==> config.mk <==
export PLATFORM = sky130hd
export DESIGN_NAME = encoder_4_2_pending_flat
export DESIGN_NICKNAME = d
export VERILOG_FILES = /design/src/rtl/encoder_4_2_pending_pkg.sv /design/src/rtl/encoder_4_2_pending_if.sv /design/src/rtl/encoder_4_2_pending_prio_sel.sv /design/src/rtl/encoder_4_2_pending.sv /design/src/flat_wrapper.sv
export SDC_FILE = /design/constraint.sdc
export NUM_CORES = 1
export LEC_CHECK = 0
export CORE_AREA = 2 2 39 41
export CTS_CLUSTER_SIZE = 20
export DETAILED_ROUTE_END_ITERATION = 10
export DIE_AREA = 0 0 41 43
export GPL_TIMING_DRIVEN = 0
export PLACE_DENSITY = 0.7
export REMOVE_ABC_BUFFERS = 1
export SYNTH_ARGS = -nofsm -noshare
export SYNTH_HDL_FRONTEND = slang
export SYNTH_SLANG_ARGS = --single-unit
==> constraint.sdc <==
create_clock -name clk -period 1.85 [get_ports clk]
set_input_delay 0.555 -clock clk [delete_from_list [all_inputs] [get_ports clk]]
set_output_delay 0.555 -clock clk [all_outputs]
set_load 0.05 [all_outputs]
==> src/rtl/encoder_4_2_pending_pkg.sv <==
// Shared types and helpers for the 4-to-2 pending priority encoder and its
// companion 2-to-4 decoder.
package enc_pkg;

    localparam int ENC_N = 4;
    localparam int ENC_W = $clog2(ENC_N);

    typedef enum logic {IDLE, PRESENT} enc_state_t;

    // Index of the highest set bit; returns 0 for an all-zero vector.
    function automatic logic [ENC_W-1:0] msb_index(logic [ENC_N-1:0] v);
        logic [ENC_W-1:0] idx;
        idx = '0;
        for (int i = 0; i < ENC_N; i++) begin
            if (v[i]) idx = ENC_W'(i);
        end
        return idx;
    endfunction

    function automatic logic [ENC_N-1:0] onehot(logic [ENC_W-1:0] idx);
        return ENC_N'(1) << idx;
    endfunction

endpackage

==> src/rtl/encoder_4_2_pending_if.sv <==
// Request capture and index output bundle of the pending priority encoder.
interface encoder_4_2_pending_if #(parameter int N = 4);
    localparam int W = $clog2(N);

    logic         en;
    logic [N-1:0] req;
    logic         out_valid;
    logic         out_ready;
    logic [W-1:0] out_idx;
    logic [N-1:0] pend;
    logic         err_dup;

    // Output handshake: an index transfers on a rising edge where out_valid
    // and out_ready are both high; out_idx is held stable until that edge.
    modport master (
        output en, req, out_ready,
        input  out_valid, out_idx, pend, err_dup
    );

    modport slave (
        input  en, req, out_ready,
        output out_valid, out_idx, pend, err_dup
    );
endinterface

==> src/rtl/encoder_4_2_pending_prio_sel.sv <==
// Combinational highest-set-bit encoder: N request bits in, W-bit index plus
// an any-bit-set flag out.
module prio_sel
    import enc_pkg::*;
#(
    parameter  int N = 4,
    localparam int W = $clog2(N)
) (
    input  logic [N-1:0] v,
    output logic [W-1:0] idx,
    output logic         any
);

    assign any = |v;

    generate
        if (N == ENC_N) begin : g_pkg
            assign idx = msb_index(v);
        end else begin : g_loop
            always_comb begin
                idx = '0;
                for (int i = 0; i < N; i++) begin
                    if (v[i]) idx = W'(i);
                end
            end
        end
    endgenerate

endmodule

==> src/rtl/encoder_4_2_pending.sv <==
// Captures request pulses into a pending set and streams their indices out one
// at a time, highest index first, flagging requests that are already pending.
module encoder_4_2_pending
    import enc_pkg::*;
#(
    parameter int N = 4
) (
    input  logic                   clk,
    input  logic                   rst_n,
    encoder_4_2_pending_if.slave   bus,
    output enc_state_t             dbg_state
);

    localparam int W = $clog2(N);
    localparam logic [N-1:0] ONE = N'(1);

    enc_state_t   state_q, state_d;
    logic [N-1:0] pend_q, pend_d;
    logic [W-1:0] idx_q, idx_d;
    logic         valid_q, valid_d;
    logic         dup_q, dup_d;

    logic [N-1:0] cap, avail, present_oh, sel_oh;
    logic [W-1:0] sel_idx;
    logic         sel_any;
    logic         hs;

    assign cap        = bus.req & {N{bus.en}};
    assign avail      = pend_q | cap;
    assign present_oh = valid_q ? (ONE << idx_q) : '0;
    assign hs         = valid_q & bus.out_ready;
    assign sel_oh     = ONE << sel_idx;

    prio_sel #(.N(N)) u_prio_sel (
        .v   (avail),
        .idx (sel_idx),
        .any (sel_any)
    );

    always_comb begin
        state_d = state_q;
        pend_d  = pend_q;
        idx_d   = idx_q;
        valid_d = valid_q;
        // The index retiring this cycle may be re-requested without a flag.
        dup_d   = |(cap & (pend_q | (hs ? '0 : present_oh)));
        case (state_q)
            IDLE: begin
                if (sel_any) begin
                    idx_d   = sel_idx;
                    valid_d = 1'b1;
                    pend_d  = avail & ~sel_oh;
                    state_d = PRESENT;
                end
            end
            PRESENT: begin
                if (hs) begin
                    if (sel_any) begin
                        idx_d  = sel_idx;
                        pend_d = avail & ~sel_oh;
                    end else begin
                        valid_d = 1'b0;
                        pend_d  = '0;
                        state_d = IDLE;
                    end
                end else begin
                    pend_d = avail;
                end
            end
            default: begin
                state_d = IDLE;
                valid_d = 1'b0;
            end
        endcase
    end

    always_ff @(posedge clk or negedge rst_n) begin
        if (!rst_n) begin
            state_q <= IDLE;
            pend_q  <= '0;
            idx_q   <= '0;
            valid_q <= 1'b0;
            dup_q   <= 1'b0;
        end else begin
            state_q <= state_d;
            pend_q  <= pend_d;
            idx_q   <= idx_d;
            valid_q <= valid_d;
            dup_q   <= dup_d;
        end
    end

    assign bus.out_valid = valid_q;
    assign bus.out_idx   = idx_q;
    assign bus.pend      = pend_q;
    assign bus.err_dup   = dup_q;
    assign dbg_state     = state_q;

endmodule

==> src/flat_wrapper.sv <==
// flat-port wrapper written by rule: the top's interface ports become plain ports
module encoder_4_2_pending_flat import enc_pkg::*;
#(
    parameter int N = 4
)
  (clk, rst_n, dbg_state, bus_en, bus_req, bus_out_ready, bus_out_valid, bus_out_idx, bus_pend, bus_err_dup);
  encoder_4_2_pending_if #(.N(N)) bus_i ();
  input  logic clk;
  input  logic rst_n;
  output enc_state_t dbg_state;
  input wire logic [$bits(bus_i.en)-1:0] bus_en;
  input wire logic [$bits(bus_i.req)-1:0] bus_req;
  input wire logic [$bits(bus_i.out_ready)-1:0] bus_out_ready;
  output wire logic [$bits(bus_i.out_valid)-1:0] bus_out_valid;
  output wire logic [$bits(bus_i.out_idx)-1:0] bus_out_idx;
  output wire logic [$bits(bus_i.pend)-1:0] bus_pend;
  output wire logic [$bits(bus_i.err_dup)-1:0] bus_err_dup;
  assign bus_i.en = bus_en;
  assign bus_i.req = bus_req;
  assign bus_i.out_ready = bus_out_ready;
  assign bus_out_valid = bus_i.out_valid;
  assign bus_out_idx = bus_i.out_idx;
  assign bus_pend = bus_i.pend;
  assign bus_err_dup = bus_i.err_dup;
  encoder_4_2_pending #(.N(N)) u_core (.clk(clk), .rst_n(rst_n), .bus(bus_i), .dbg_state(dbg_state));
endmodule
Yosys cells after proc, flatten, opt, wreduce, memory -nomap -nowiden
Cells that the tools add are included.
{ "op_classes": {"eq_ne": 3, "n_reduce_logical": 3, "n_bitwise": 8, "muxes": 19, "shift": 2} }
{ "op_table": {"columns": ["operator", "n"], "rows": [
  ["4-bit two-way mux", 5],
  ["4-bit AND", 3],
  ["2-bit two-way mux", 4],
  ["4-bit OR", 2],
  ["4-bit case mux with 2 select lines", 1],
  ["4-bit OR reduction", 2],
  ["1-bit by 2-bit left shift with 4-bit output (first input constant)", 2],
  ["1-bit two-way mux", 6],
  ["2-bit != test (second input constant)", 2],
  ["4-bit inverter", 1],
  ["1-bit case mux with 2 select lines", 2],
  ["2-bit case mux with 2 select lines", 1],
  ["3-bit AND reduction", 1],
  ["2-bit by 1-bit != test with 1-bit output (second input constant)", 1],
  ["1-bit AND", 1],
  ["1-bit inverter", 1]
]} }
{ "totals": {"input_bits": 8, "register_bits": 9, "elab_cells": 40} }

Depth between registers and ports, before layout
Gate-level depths: netlist of the first run.
{ "depth": {"ltp_word": 11, "ltp_mapped": 8, "ltp_nobuf": 7} }

Cells and area by module
A second synthesis of the first run with hierarchy kept.
{ "unflattened": {"cells_unflattened": 56, "hier_area_um2": 548.0} }
{ "by_module_without_submodules": {"columns": ["module", "cells_per_inst", "area_each_um2", "instances"], "rows": [
  ["encoder_4_2_pending", 52, 524.3, 1],
  ["prio_sel", 4, 23.8, 1]
]} }

Worst setup path before layout of the first run
OpenSTA, ideal clock, no wires.
{ "synth_timing": {"path_kind": "flip-flop to flip-flop", "start": "register u_core.pend_q[1], in the netlist u_core.bus.pend[1]", "end": "register u_core.pend_q[0], in the netlist u_core.bus.pend[0]", "path_stages_with_launch": 7, "n_path_buf": 0, "arrival_ps": 1551, "period_less_slack_ps": 1689, "setup_time_ps": 137, "path_slack_ps": 161, "path_cell_list": "dfrtp_1 > nor2_4 > nand4_1 > inv_1 > ha_1 > nor3_1 > a31oi_1"} }
{ "synth_between": {"elab_chain_len": 10, "elab_cells_between_ends": 13} }
{ "synth_lines": {"columns": ["item", "line_no", "source"], "rows": [
  ["from (decl)", "encoder_4_2_pending.sv:18", "logic [N-1:0] pend_q, pend_d;"],
  ["from (signal assigned)", "encoder_4_2_pending.sv:86", "pend_q <= pend_d;"],
  ["4-bit OR (*)", "encoder_4_2_pending.sv:29", "assign avail = pend_q | cap;"],
  ["1-bit two-way mux", "encoder_4_2_pending_pkg.sv:15", "if (v[i]) idx = ENC_W'(i);"],
  ["2-bit two-way mux (2 in a row)", "encoder_4_2_pending_pkg.sv:15", null],
  ["1-bit by 2-bit left shift with 4-bit output", "encoder_4_2_pending.sv:32", "assign sel_oh = ONE << sel_idx;"],
  ["4-bit inverter", "encoder_4_2_pending.sv:52, encoder_4_2_pending.sv:60", null],
  ["4-bit AND", "encoder_4_2_pending.sv:52, encoder_4_2_pending.sv:60", null],
  ["4-bit two-way mux", "encoder_4_2_pending.sv:58", "if (sel_any) begin"],
  ["4-bit two-way mux", "encoder_4_2_pending.sv:57", "if (hs) begin"],
  ["4-bit case mux with 2 select lines", "encoder_4_2_pending.sv:47", "case (state_q)"]
]} }
Every way passes the cells marked *; elsewhere a longest branch is shown, timed or not. The select of a mux whose other input is x is not followed.
A chain may end at the register's enable or synchronous reset.

Final worst setup path of the first run
{ "layout_timing": {"start": "input bus_req[0]", "end": "register u_core.pend_q[1], in the netlist u_core.bus.pend[1]"} }
{ "layout_between": {"elab_chain_len": 6, "elab_cells_between_ends": 7} }
{ "layout_lines": {"columns": ["item", "line_no", "source"], "rows": [
  ["from (decl)", "flat_wrapper.sv:12", "input wire logic [$bits(bus_i.req)-1:0] bus_req;"],
  ["4-bit AND (*)", "encoder_4_2_pending.sv:28", "assign cap = bus.req & {N{bus.en}};"],
  ["4-bit OR (*)", "encoder_4_2_pending.sv:29", null],
  ["4-bit OR reduction (*)", "encoder_4_2_pending_prio_sel.sv:14", "assign any = |v;"],
  ["4-bit two-way mux", "encoder_4_2_pending.sv:58", null],
  ["4-bit two-way mux", "encoder_4_2_pending.sv:57", null],
  ["4-bit case mux with 2 select lines", "encoder_4_2_pending.sv:47", null]
]} }
Every way passes the cells marked *; elsewhere a longest branch is shown, timed or not.

==> impl_metrics.csv, run 1 <==
group,metric,value,unit
global_routing,grt_overflow_total,0,
synthesis,synth_seq_cells,9,
synthesis,synthMuxAreaShare,1.90,%
setup_path,rr_startpoint,"u_core.bus.pend[1]",
drt,vias_per_cell,5.67,
layout,layout-area-overhead-vs-synth,39.7,%
setup_path,crit_end,"u_core.bus.pend[1]",
job,max_cap_violations,0,
setup_path,r2r-end,"u_core.bus.pend[1]",
drt,postRouteAntennaNets,0,
placed_design,dp_hpwl,937,microns
clock_network,cts_tree,"yes",
setup_path,critical_path.max_fanout,4,
synthesis,post_synth_inst_count,54,
clock_network,clk_pin_slew_worst_paths,0.06,ns
die,core.rowCount,14,
timing,final_min_period_over_clock_period,96.9,%
synthesis,synth-adder-area-share,2.38,%
clock_network,cts.hold.buffers_added,0,
layout,post_route_cells_drive_above_1_share,17.6,%
synthesis,yosys-top-cells-area,"sky130_fd_sc_hd__dfrtp_1, sky130_fd_sc_hd__a21oi_1, sky130_fd_sc_hd__a21o_2",
setup_path,worst-r2r-setup-slack,0.39,ns
global_routing,groute.usage.overall,17.9,%
placed_design,globalplace.congestion,0.765,
timing,finalHoldWorstSlack,0.572,ns
die,die_h,43,microns
timing,worst_pin_slew,0.538,ns
drt,detailroute.via_count,510,
clock_network,cts.sink_count,9,
synthesis,post_synthesis_instance_area,527,sq um
layout,post-route-util,53.2,%
timing,clock_skew,0.00268,ns
die,fp.dieW,41,microns
setup_path,worst_ep_required_time,1.99,ns
clock_network,numCtsBuffers,3,
synthesis,synth_compound_area_share,32.3,%
drt,drt_first_iter_violations,9,
drt,drc_errors,0,
power,powerDensity,573,nW/um^2
timing,rsz0062_at_grt,"no",
timing,headroom_to_the_max_slew_limit,64.1,%
run_status,run_status,"finished clean",
die,placeableCoreArea,1380,sq um
synthesis,synth_largest_type_area_fraction,42.8,%
timing,setup_viol_count_final,0,
synthesis,synth_xor_xnor_area_share,0,%
die,starting_density_of_the_core,38.1,%
die,pin_count,17,
drt,postRouteWirelength,1280,microns
timing,achievable_freq,0.558,GHz
synthesis,synth_seq_area_share,42.8,%
global_routing,antenna_found_initial,0,
synthesis,synth-simple-area-share,15.7,%
layout,diodes,0,
layout,nNetsFinal,84,
setup_path,r2r_cells,7,
synthesis,dominant_combinational_cell_family_by_area_after_synthesis,"compound AO/OA/AOI/OAI gates",
timing,final.min_clock_period,1.79,ns
setup_path,timing.critical_path.to_type,"register",
drt,avgRoutedWirePerCell,14.2,microns
power,vdd_drop_max,0.000296,V
power,static-leakage-power,0.318,nW
clock_network,root_buffer,"sky130_fd_sc_hd__clkbuf_4",
global_routing,number_of_global_route_vias_before_repair,489,
global_routing,grt_start_max_net_pins,12,
timing,timing_max_transition_violations_final,0,
clock_network,cts-root-to-sink-buffers,2,
setup_path,criticalPathCategory,"in -> reg",
setup_path,source_of_the_critical_timing_path,"bus_req[0]",
synthesis,synth.largest_area_cell,"sky130_fd_sc_hd__dfrtp_1",
die,die_area,1760,sq um
clock_network,htree_num_levels,1,
drt,detail_route.first_pass.iterations,5,
timing,finalHoldViolCount,0,
global_routing,grt_first_pass_wirelength,2170,microns
clock_network,insertion_delay,0.27,ns
setup_path,startpoint_type,"primary input",
placed_design,io_buffer_count,16,
synthesis,yosysWarnings,0,
setup_path,crit_arrival,1.93,ns
synthesis,synth.lib_cells_used.distinct,29,
synthesis,synth_area_per_cell,9.75,sq um
worst_hold_path,holdCritPathClass,"reg -> reg",
-- registers in the layout, summed over array words and instances (netlist names) --
signal	cells
u_core.dbg_state	1
u_core.bus.pend	4
u_core.bus.out_idx	2
u_core.bus.err_dup	1
u_core.bus.out_valid	1
-- critical path: stages --
cell	delay [ns]
sky130_fd_sc_hd__clkdlybuf4s50_1	0.47
sky130_fd_sc_hd__o21ai_2	0.18
sky130_fd_sc_hd__nand4_1	0.14
sky130_fd_sc_hd__inv_1	0.08
sky130_fd_sc_hd__ha_2	0.22
sky130_fd_sc_hd__nor2b_2	0.07
sky130_fd_sc_hd__a21oi_1	0.15
sky130_fd_sc_hd__a21oi_1	0.06
-- logic make-up (layout without fill, tap and decap cells) --
kind of cell,count (synthesis),count (layout)
compound gates,24,24
simple gates,14,14
mux,1,1
buf+inv,5,25
flops,9,9
fa+ha+maj,1,1
-- how the worst min path moves through the flow --
stage | startpoint | to | slack, ns | cells after the start
final | u_core.bus.out_valid | u_core.bus.out_valid | 0.57 | 1
after global routing | u_core.bus.out_valid | u_core.bus.out_valid | 0.61 | 1
after CTS | u_core.bus.out_valid | u_core.bus.out_valid | 0.57 | 1
after detailed placement | u_core.bus.out_valid | u_core.bus.out_valid | 0.56 | 1
after global placement | u_core.bus.out_valid | u_core.bus.out_valid | 0.56 | 1
after floorplan | rst_n | u_core.bus.err_dup | 0.26 | 0
-- through the flow --
stage          TNS, ns  setup slack, ns  power (mW)  area, sq um  instances
3_5_place_dp     -3.29           -0.666       0.268          696         85
2_1_floorplan        0            0.161       0.231          515         53
5_1_grt              0          0.00699       0.441          736         90
6_report             0           0.0569       0.421          736         90
4_1_cts              0          0.00905       0.425          732         90
3_3_place_gp     -3.45           -0.681       0.268          696         85
-- cell usage in the layout (no fill, tap or decap), types with 2 or more instances in the layout --
cell type,n
sky130_fd_sc_hd__dfrtp_1,9
sky130_fd_sc_hd__dlygate4sd2_1,8
sky130_fd_sc_hd__a21oi_1,7
sky130_fd_sc_hd__nor2_1,4
sky130_fd_sc_hd__inv_1,4
sky130_fd_sc_hd__nand2_1,3
sky130_fd_sc_hd__clkbuf_4,3
sky130_fd_sc_hd__clkdlybuf4s50_1,3
sky130_fd_sc_hd__dlymetal6s2s_1,3
sky130_fd_sc_hd__o21ai_2,2
sky130_fd_sc_hd__a21o_1,2
sky130_fd_sc_hd__a31oi_1,2
sky130_fd_sc_hd__a21o_2,2
-- routing by layer --
layer / vias to the layer above / track usage (%) / wire (microns)
li1: 247 / - / -
met1: 240 / 23.9 / 572
met2: 18 / 25.9 / 605
met3: 5 / 3.14 / 61
met4: 0 / 10.0 / 36
met5: - / 0 / 0
-- cell usage after synthesis --
cell	count
sky130_fd_sc_hd__o21ai_0	1
sky130_fd_sc_hd__mux2i_1	1
sky130_fd_sc_hd__a2bb2oi_1	1
sky130_fd_sc_hd__inv_1	4
sky130_fd_sc_hd__nand3b_1	1
sky130_fd_sc_hd__and4b_1	1
sky130_fd_sc_hd__nor3_1	1
sky130_fd_sc_hd__a21o_2	2
sky130_fd_sc_hd__or4b_1	1
sky130_fd_sc_hd__a222oi_1	1
sky130_fd_sc_hd__nor2_1	4
sky130_fd_sc_hd__a211oi_1	1
sky130_fd_sc_hd__a31oi_1	2
sky130_fd_sc_hd__o211ai_1	1
sky130_fd_sc_hd__a21boi_1	1
sky130_fd_sc_hd__dfrtp_1	9
sky130_fd_sc_hd__o221ai_1	1
sky130_fd_sc_hd__nand4_1	1
sky130_fd_sc_hd__a22o_1	1
sky130_fd_sc_hd__nor2b_1	1
sky130_fd_sc_hd__o22a_1	1
sky130_fd_sc_hd__a21oi_1	7
sky130_fd_sc_hd__nor2_4	1
sky130_fd_sc_hd__buf_6	1
sky130_fd_sc_hd__ha_1	1
sky130_fd_sc_hd__a41oi_1	1
sky130_fd_sc_hd__nand2_1	3
sky130_fd_sc_hd__o21ai_2	1
sky130_fd_sc_hd__a21o_1	2
-- where the power goes --
part	internal, mW	switching (mW)	total (mW)
Combinational	0.0247	0.0362	0.0609
Sequential	0.200	0.00266	0.203
Clock	0.0835	0.0742	0.158
-- cell type report --
cell class                 count  area (sq um)
inverter                       4          15.0
fill                         134           648
timing repair buffer          17           160
tap                           16          20.0
clock buffer                   4          26.3
sequential                     9           225
multi-input combinational     40           289
-- repair_timing --
item,in CTS,in global routing
gates resized for setup,16,5
endpoints found under the hold margin,0,0
setup endpoints to repair,14,8
buffers inserted,1,0
pin swaps,2,2
(Power assumes the default switching activity.)
==> run 2, diff against run 1 <==
--- a/config.mk
+++ b/config.mk
@@ -5,6 +5,7 @@
 export SDC_FILE = /design/constraint.sdc
 export NUM_CORES = 1
 export LEC_CHECK = 0
+export CAP_MARGIN = 0
 export CORE_AREA = 2 2 39 41
 export CTS_CLUSTER_SIZE = 20
 export DETAILED_ROUTE_END_ITERATION = 10
==> results of run 2 <==
The final DEF is identical to that of run 1; final timing and power are the same.
==> run 3, diff against run 2 <==
--- a/config.mk
+++ b/config.mk
@@ -7,12 +7,15 @@
 export LEC_CHECK = 0
 export CAP_MARGIN = 0
 export CORE_AREA = 2 2 39 41
+export CTS_CLUSTER_DIAMETER = 80
 export CTS_CLUSTER_SIZE = 20
 export DETAILED_ROUTE_END_ITERATION = 10
 export DIE_AREA = 0 0 41 43
 export GPL_TIMING_DRIVEN = 0
+export MAX_ROUTING_LAYER = met4
 export PLACE_DENSITY = 0.7
 export REMOVE_ABC_BUFFERS = 1
 export SYNTH_ARGS = -nofsm -noshare
 export SYNTH_HDL_FRONTEND = slang
 export SYNTH_SLANG_ARGS = --single-unit
+export TNS_END_PERCENT = 30
==> run 3 against run 2 <==
Effect of this change: combinational power is essentially flat; count of clock-buffer cells in the layout is the same; sequential cell count did not move; critical path type is now reg -> out; largest cell class unchanged; final area is the same.
==> impl_metrics.csv, run 3 (same netlist as run 1, synthesis figures left out) <==
group,metric,value,unit
run_status,run_status,"finished clean",
setup_path,source_of_the_critical_timing_path,"u_core.bus.pend[2]",
clock_network,root_buffer,"sky130_fd_sc_hd__clkbuf_4",
clock_network,clk_pin_slew_worst_paths,0.06,ns
layout,nNetsFinal,84,
clock_network,numCtsBuffers,3,
power,internal-power,0.308,mW
job,max_cap_violations,0,
die,core.rowCount,14,
placed_design,io_buffer_count,16,
layout,post_route_cells_drive_above_1_share,17.6,%
placed_design,dp_hpwl,937,microns
setup_path,crit_arrival,1.23,ns
clock_network,cts.sink_count,9,
global_routing,grt_overflow_total,0,
layout,fill_cell_total_of_the_finished_layout,134,
drt,vias_per_cell,5.63,
timing,rsz0062_at_grt,"no",
layout,commonest_cells_after_routing_fill_and_taps_aside,"sky130_fd_sc_hd__dfrtp_1, sky130_fd_sc_hd__dlygate4sd2_1, sky130_fd_sc_hd__a21oi_1",
drt,avgRoutedWirePerCell,14.2,microns
placed_design,preCtsSetupSlack,-0.666,ns
global_routing,antenna_found_initial,0,
timing,achievable_freq,0.559,GHz
power,pwr-share-seq,48.1,%
die,die_area,1760,sq um
clock_network,insertion_delay,0.27,ns
die,placeableCoreArea,1380,sq um
drt,drc_errors,0,
layout,post-route-cell-area,736,sq um
die,die_h,43,microns
power,p_sw,0.113,mW
layout,diodes,0,
layout,largest_reg_flops,4,
timing,final_min_period_over_clock_period,96.7,%
drt,postRouteWirelength,1270,microns
setup_path,r2r_cells,7,
timing,headroom_to_the_max_slew_limit,63.9,%
die,pin_count,17,
layout,layout-area-overhead-vs-synth,39.7,%
global_routing,number_of_global_route_vias_before_repair,497,
setup_path,critical_path_buf_inv_count,1,
setup_path,timing.critical_path.to_type,"primary output",
die,fp.dieW,41,microns
layout,fin_cells,90,
timing,clock_skew,0.00284,ns
setup_path,crit_end,"bus_pend[2]",
setup_path,worstSetupPathDepth,1,
placed_design,placedInstanceArea,696,sq um
layout,most_common_cell_after_layout_fill_and_taps_aside,"sky130_fd_sc_hd__dfrtp_1",
timing,setup_viol_count_final,0,
clock_network,cts-root-to-sink-buffers,2,
global_routing,grt_start_max_net_pins,12,
drt,detail_route.first_pass.iterations,5,
clock_network,htree_num_levels,1,
setup_path,startpoint_type,"register",
power,power.clock.fraction,37.4,%
setup_path,critical_path.slowest_cell,"sky130_fd_sc_hd__dlygate4sd2_1",
worst_hold_path,holdCritPathClass,"reg -> reg",
power,netSwitchingFraction,26.9,%
clock_network,cts.hold.buffers_added,0,
global_routing,groute.usage.overall,18.4,%
timing,timing.final.ws_setup,0.0616,ns
timing,final.min_clock_period,1.79,ns
timing,worst_pin_slew,0.541,ns
setup_path,path_delay_family,"buffers and inverters",
clock_network,cts_tree,"yes",
drt,detailroute.via_count,507,
setup_path,r2r-end,"u_core.bus.pend[0]",
setup_path,critical_path.max_fanout,5,
setup_path,worst_ep_required_time,1.29,ns
power,static-leakage-power,0.318,nW
timing,finalHoldWorstSlack,0.570,ns
timing,timing_max_transition_violations_final,0,
die,starting_density_of_the_core,38.1,%
global_routing,grt_first_pass_wirelength,2170,microns
setup_path,criticalPathCategory,"reg -> out",
timing,finalHoldViolCount,0,
drt,postRouteAntennaNets,0,
placed_design,globalplace.congestion,0.775,
power,vdd_drop_max,0.000297,V
setup_path,worstPathCellList,"dlygate4sd2_1",
drt,drt_first_iter_violations,8,
placed_design,numPlacedInstances,85,
setup_path,worst-r2r-setup-slack,0.39,ns
power,powerDensity,573,nW/um^2
setup_path,rr_startpoint,"u_core.bus.pend[1]",
power,comb_power_share,14.5,%
setup_path,slowest_delay,0.55,ns
-- run 3: what timing repair did --
action | in CTS | in global routing
gates cloned | 0 | 0
buffers inserted | 1 | 0
gates resized for setup | 16 | 5
pin swaps | 2 | 2
endpoints found under the setup margin | 14 | 8
-- run 3: metrics by stage --
step / util (%) / setup TNS, ns / total power, mW
finish: 53.2 / 0 / 0.422
global route: 53.2 / 0 / 0.441
CTS: 52.9 / 0 / 0.425
detailed placement: 50.3 / -3.29 / 0.268
global placement: 50.3 / -3.45 / 0.268
floorplan: - / 0 / 0.231
-- run 3: area by class of cell --
type / count / area, sq um / area share (%)
multi-input combinational: 40 / 289 / 39.3
sequential: 9 / 225 / 30.6
timing repair buffer: 17 / 160 / 21.8
clock buffer: 4 / 26.3 / 3.57
tap: 16 / 20.0 / 2.72
inverter: 4 / 15.0 / 2.04
-- run 3: worst min path at each step --
| stage | depth (start not counted) | slack (ns) | to | start |
|---|---|---|---|---|
| after global routing | 1 | 0.61 | u_core.bus.out_valid | u_core.bus.out_valid |
| final | 1 | 0.57 | u_core.bus.out_valid | u_core.bus.out_valid |
| after global placement | 1 | 0.56 | u_core.bus.out_valid | u_core.bus.out_valid |
| after CTS | 1 | 0.57 | u_core.bus.out_valid | u_core.bus.out_valid |
| after floorplan | 0 | 0.26 | u_core.bus.err_dup | rst_n |
| after detailed placement | 1 | 0.56 | u_core.bus.out_valid | u_core.bus.out_valid |
-- run 3: power groups by stage --
stage / clock network [mW] / registers, mW / logic (mW)
after floorplan: 0 / 0.219 / 0.0122
after detailed placement: 0 / 0.207 / 0.0608
final: 0.158 / 0.203 / 0.0609
after global placement: 0 / 0.207 / 0.0611
after global routing: 0.172 / 0.203 / 0.0659
after CTS: 0.161 / 0.203 / 0.0614
-- run 3: per-layer routing --
layer	global-route usage (%)	share of wire, %	wire, microns
met5	-	0	0
met4	10.0	2.8	36
met3	3.14	3.9	50
met2	25.9	48	615
met1	24.3	45	573
